### src/rtl/tri_row_collector.sv
// Collects full rows from the triangular de-skew FIFO into a small circular buffer
// and presents them, tagged with their tile row index, on a valid/ready port.
//
// state   | meaning
// IDLE    | waiting for start; inputs ignored
// COLLECT | accepting full rows until ROW_COUNT have arrived
// DRAIN   | inputs ignored; emptying the row buffer
// DONE    | one-cycle done pulse, then back to IDLE
module tri_row_collector #(
  parameter int BIT_WIDTH  = 32,
  parameter int TRI_LENGTH = 16,
  parameter int ROW_DEPTH  = 4,
  parameter int ROW_COUNT  = 16
) (
  input  logic                                 clk,
  input  logic                                 rst,
  input  logic                                 start,
  input  logic [TRI_LENGTH-1:0]                enable_in,
  input  logic [TRI_LENGTH-1:0][BIT_WIDTH-1:0] data_in,
  output logic                                 out_valid,
  input  logic                                 out_ready,
  output logic [TRI_LENGTH-1:0][BIT_WIDTH-1:0] out_data,
  output logic [$clog2(ROW_COUNT)-1:0]         out_row_idx,
  output logic                                 out_last,
  output logic                                 busy,
  output logic                                 done,
  output logic                                 err_misalign,
  output logic                                 err_overflow
);

  localparam int IDX_W = $clog2(ROW_COUNT);
  localparam int CNT_W = IDX_W + 1;
  localparam int AW    = $clog2(ROW_DEPTH);
  localparam int PTR_W = AW + 1;
  localparam logic [CNT_W-1:0] LAST_CNT = CNT_W'(ROW_COUNT - 1);
  localparam logic [IDX_W-1:0] LAST_IDX = IDX_W'(ROW_COUNT - 1);

  typedef enum logic [1:0] {S_IDLE, S_COLLECT, S_DRAIN, S_DONE} state_t;

  state_t state_q, state_d;

  logic [CNT_W-1:0] row_cnt_q;
  logic [PTR_W-1:0] wr_ptr_q, rd_ptr_q;
  logic             buf_full, buf_empty;
  logic             in_collect, all_en, any_en;
  logic             pop, push, start_tile, last_row_in;

  logic [TRI_LENGTH-1:0][BIT_WIDTH-1:0] data_mem [ROW_DEPTH];
  logic [IDX_W-1:0]                     idx_mem  [ROW_DEPTH];

  assign buf_empty = (wr_ptr_q == rd_ptr_q);
  assign buf_full  = (wr_ptr_q[AW] != rd_ptr_q[AW]) &&
                     (wr_ptr_q[AW-1:0] == rd_ptr_q[AW-1:0]);

  assign in_collect  = (state_q == S_COLLECT);
  assign all_en      = &enable_in;
  assign any_en      = |enable_in;
  assign pop         = out_valid && out_ready;
  // A simultaneous pop frees the slot this push lands in.
  assign push        = in_collect && all_en && (!buf_full || pop);
  assign start_tile  = (state_q == S_IDLE) && start;
  assign last_row_in = in_collect && all_en && (row_cnt_q == LAST_CNT);

  always_comb begin
    state_d = state_q;
    case (state_q)
      S_IDLE:    if (start) state_d = S_COLLECT;
      S_COLLECT: if (last_row_in) state_d = S_DRAIN;
      S_DRAIN:   if (buf_empty) state_d = S_DONE;
      S_DONE:    state_d = S_IDLE;
      default:   state_d = S_IDLE;
    endcase
  end

  always_ff @(posedge clk or posedge rst) begin
    if (rst) state_q <= S_IDLE;
    else     state_q <= state_d;
  end

  always_ff @(posedge clk or posedge rst) begin
    if (rst) begin
      row_cnt_q    <= '0;
      wr_ptr_q     <= '0;
      rd_ptr_q     <= '0;
      err_misalign <= 1'b0;
      err_overflow <= 1'b0;
    end else if (start_tile) begin
      row_cnt_q    <= '0;
      wr_ptr_q     <= '0;
      rd_ptr_q     <= '0;
      err_misalign <= 1'b0;
      err_overflow <= 1'b0;
    end else begin
      if (push) wr_ptr_q <= wr_ptr_q + PTR_W'(1);
      if (pop)  rd_ptr_q <= rd_ptr_q + PTR_W'(1);
      // Dropped rows still advance the count so the tile always terminates.
      if (in_collect && all_en) row_cnt_q <= row_cnt_q + CNT_W'(1);
      if (in_collect && any_en && !all_en) err_misalign <= 1'b1;
      if (in_collect && all_en && buf_full && !pop) err_overflow <= 1'b1;
    end
  end

  always_ff @(posedge clk) begin
    if (push) begin
      data_mem[wr_ptr_q[AW-1:0]] <= data_in;
      idx_mem[wr_ptr_q[AW-1:0]]  <= row_cnt_q[IDX_W-1:0];
    end
  end

  assign out_valid   = !buf_empty;
  assign out_data    = out_valid ? data_mem[rd_ptr_q[AW-1:0]] : '0;
  assign out_row_idx = out_valid ? idx_mem[rd_ptr_q[AW-1:0]] : '0;
  assign out_last    = out_valid && (out_row_idx == LAST_IDX);
  assign busy        = (state_q == S_COLLECT) || (state_q == S_DRAIN);
  assign done        = (state_q == S_DONE);

endmodule
### config.mk
export PLATFORM = sky130hd
export DESIGN_NAME = tri_row_collector
export DESIGN_NICKNAME = d
export VERILOG_FILES = /design/src/rtl/tri_row_collector.sv
export SDC_FILE = /design/constraint.sdc
export NUM_CORES = 2
export LEC_CHECK = 0
export ABC_AREA = 1
export CELL_PAD_IN_SITES_DETAIL_PLACEMENT = 1
export CELL_PAD_IN_SITES_GLOBAL_PLACEMENT = 1
export CORE_MARGIN = 8
export CORE_UTILIZATION = 30
export CTS_CLUSTER_SIZE = 8
export DETAILED_ROUTE_END_ITERATION = 8
export PLACE_DENSITY_LB_ADDON = 0.15
export RECOVER_POWER = 100
export SYNTH_ARGS = -nofsm -noshare
export SYNTH_HDL_FRONTEND = slang
export SYNTH_SLANG_ARGS = --single-unit
### constraint.sdc
create_clock -name clk -period 21.6 [get_ports clk]
set_input_delay 3.24 -clock clk [delete_from_list [all_inputs] [get_ports clk]]
set_output_delay 3.24 -clock clk [all_outputs]
set_load 0.1 [all_outputs]
==> results.sh <==
export IMPL_vias=53300
export IMPL_root_buffer="clkbuf_16"
export IMPL_h_tree_depth=5
export IMPL_die_h_um=536
export IMPL_grt_pass1_wl_um=386000
export IMPL_cts_sinks=2079
export IMPL_worstSetupPathType="primary input to flop"
export IMPL_cp_num_buf_inv=5
export IMPL_tightest_slew_ns=9.36
export IMPL_yosys_area_share_adder_pct=0.185
export IMPL_outcome="finished, violations left"
export IMPL_fin_crit_ns=14.74
export IMPL_synth_cells=6253
export IMPL_cap_violations=33
export IMPL_first_iter_violations=3121
export IMPL_yosysUniqueCellTypes=22
export IMPL_max_freq_mhz=67.8
export IMPL_wire_per_inst_um=24.4
export IMPL_synth_seq_cells=2079
export IMPL_async_reset_ff_share_pct=0.722
export IMPL_place_hpwl_um=164000
export IMPL_cts_tree="built"
export IMPL_area_growth_syn_to_layout_pct=27.1
export IMPL_syn_avg_cell_area_um2=13.0
export IMPL_numCtsBuffers=311
export IMPL_grtUsageTotal_pct=17.9
export IMPL_whs_ns=0.482
export IMPL_synth_area_top_cells="edfxtp_1 (76%), o21ai_0 (6.4%), nor2_1 (4.9%)"
export IMPL_slew_headroom_pct=-524
export IMPL_yosys_area_share_simple_pct=7.77
export IMPL_crit_chain="dlygate4sd3_1 -> nand2_1 -> nor2_1 -> nand2_1 -> nor2_1 -> nand3_1 -> nor2_1 -> clkbuf_1 -> clkbuf_1 -> clkbuf_1 -> clkbuf_1"
export IMPL_final_nets=7827
export IMPL_cp_required_ns=21.98
export IMPL_die_w_um=536
export IMPL_synth_top_family_by_area="compound AO/OA/AOI/OAI gates"
export IMPL_rsz0062_at_grt="no"
export IMPL_synth_edf_count=2064
export IMPL_routed_via_density=4.86
export IMPL_drtPass1Iterations=5
export IMPL_path_delay_family="buffers and inverters"
export IMPL_antenna_left=0
export IMPL_clk_pin_slew_ns=0.05
export IMPL_drive_above_1_share_pct=5.30
export IMPL_critical_path_arrival_ns=15.13
export IMPL_setup_violations=0
export IMPL_violations="max-capacitance violations, max-slew violations"
export IMPL_final_setup_skew_ns=0.0912
export IMPL_synth_top_area_share_pct=76.5
export IMPL_grt_max_degree=213
export IMPL_startpoint_type="primary input"
export IMPL_cts_resized_gates=0
export IMPL_grt_overflow=0
export IMPL_cts_hold_repair_buffers=0
export IMPL_antenna_found_initial=281
export IMPL_synth_flop_cell="edfxtp_1"
export IMPL_placed_cells=10500
export IMPL_wirelength_um=269000
export IMPL_drc=0
export IMPL_synth_area_leader_cell="edfxtp_1"
export IMPL_cpMaxStageDelayCell="clkbuf_1"
export IMPL_port_buffers=1053
export IMPL_hp_class="flop to flop"
export IMPL_period_share_pct=68.3
export IMPL_postCtsSetupRepairBufs=0
export IMPL_fin_tns_setup_ns=0
export IMPL_muxShareOfSynthArea_pct=0
export IMPL_synth_compound_area_share_pct=10.4
export IMPL_path_common_cell="clkbuf_1"
export IMPL_ioPinCount=1054
export IMPL_synth_most_common_cell="edfxtp_1"
export IMPL_yosysWarnings=0
export IMPL_syn_nets=6797
export IMPL_slowest_delay_ns=2.72
export IMPL_slew_violations=2274
export IMPL_crit_fanout=51
export IMPL_num_rows=191
export IMPL_grt_pass1_vias=54700
export IMPL_place_gp_congestion=0.754
export IMPL_fin_cells=11000
export IMPL_end_kind="flop"
export IMPL_netlist_area_um2=81000
export IMPL_die_area_um2=287000
export IMPL_clock_latency_ns=0.94
export IMPL_coreArea_um2=270000
export IMPL_hold_viol=0
export IMPL_start_util_pct=30.0
export IMPL_yosys_top_cells_count="edfxtp_1 (2064), nor2_1 (1056), o21ai_0 (1032)"
export IMPL_synth_xor_area_share_pct=0.0324
export IMPL_clock_path_buffers=4
export IMPL_yosysSeqAreaShare_pct=76.9
==> routing by layer <==
layer / wire, um / part of all wire [%] / up-vias / track usage (%)
met5: 681 / 0.25 / - / 0
met4: 9410 / 3.5 / 110 / 5.54
met3: 19300 / 7.2 / 719 / 5.58
met2: 126000 / 47 / 1497 / 29.6
met1: 113000 / 42 / 26700 / 22.4
li1: - / - / 24300 / -
==> final timing paths <==
path / from / to / slack, ns / cells past startpoint
min reg2reg: err_overflow / err_overflow / 0.48 / 2
min: err_overflow / err_overflow / 0.48 / 2
min in group asynchronous: rst / err_misalign / 3.07 / 2
max in group asynchronous: rst / rd_ptr_q[0] / 18.02 / 2
max reg2reg: rd_ptr_q[1] / data_mem[3][59] / 7.67 / 11
max: enable_in[11] / data_mem[3][59] / 6.86 / 11
==> cell type report <==
cell class	count	area [um^2]
Antenna cell	93	233
Clock buffer	338	7950
Clock inverter	14	164
Fill cell	28100	167000
Inverter	536	2040
Multi-Input combinational cell	3236	14900
Sequential cell	2079	62400
Tap cell	3570	4470
Timing Repair Buffer	1119	10900
==> cell families (layout without fill, tap and decap cells) <==
logic type,Yosys count,after routing
other,0,93
xor gates and xnor gates,3,3
adders and majority gates,12,12
AOI/OAI and AO/OA,1555,1555
DFF,2079,2079
and+or+nand+nor,1666,1666
buffers and inverters,938,2007
==> worst min-delay path: stages, from the launching register on <==
cell     delay, ns
dfrtp_1       0.34
nand2_1       0.05
o21ai_0       0.05
==> through the flow <==
step,utilization [%],area (um^2),setup WS [ns]
finish,38.2,103000,6.86
global route,38.1,103000,5.94
CTS,38.2,103000,11.57
detailed placement,35.2,95000,12.35
global placement,35.2,95000,12.34
floorplan,-,81000,-5.08
==> placed cells by master, fill, tap and decap left out, drive strengths merged <==
cell           count
or2                1
o21ai           1032
nand2            585
nor3               4
nor2            1056
dlygate4sd3     1011
edfxtp          2064
clkinv             8
diode             93
o22ai            513
clkdlybuf4s50     25
inv              542
a21oi             10
xor2               3
nand4              2
clkbuf           381
ha                12
buf               40
nand3             18
dfrtp             15
==> flip-flops by register name, indices dropped and copies added (netlist names) <==
name,cells
data_mem,2048
err_misalign,1
err_overflow,1
idx_mem,16
rd_ptr_q,3
row_cnt_q,5
state_q,2
wr_ptr_q,3
Power is not shown: default switching activity piles up to over one toggle a cycle in this logic, so the estimate is an artifact.
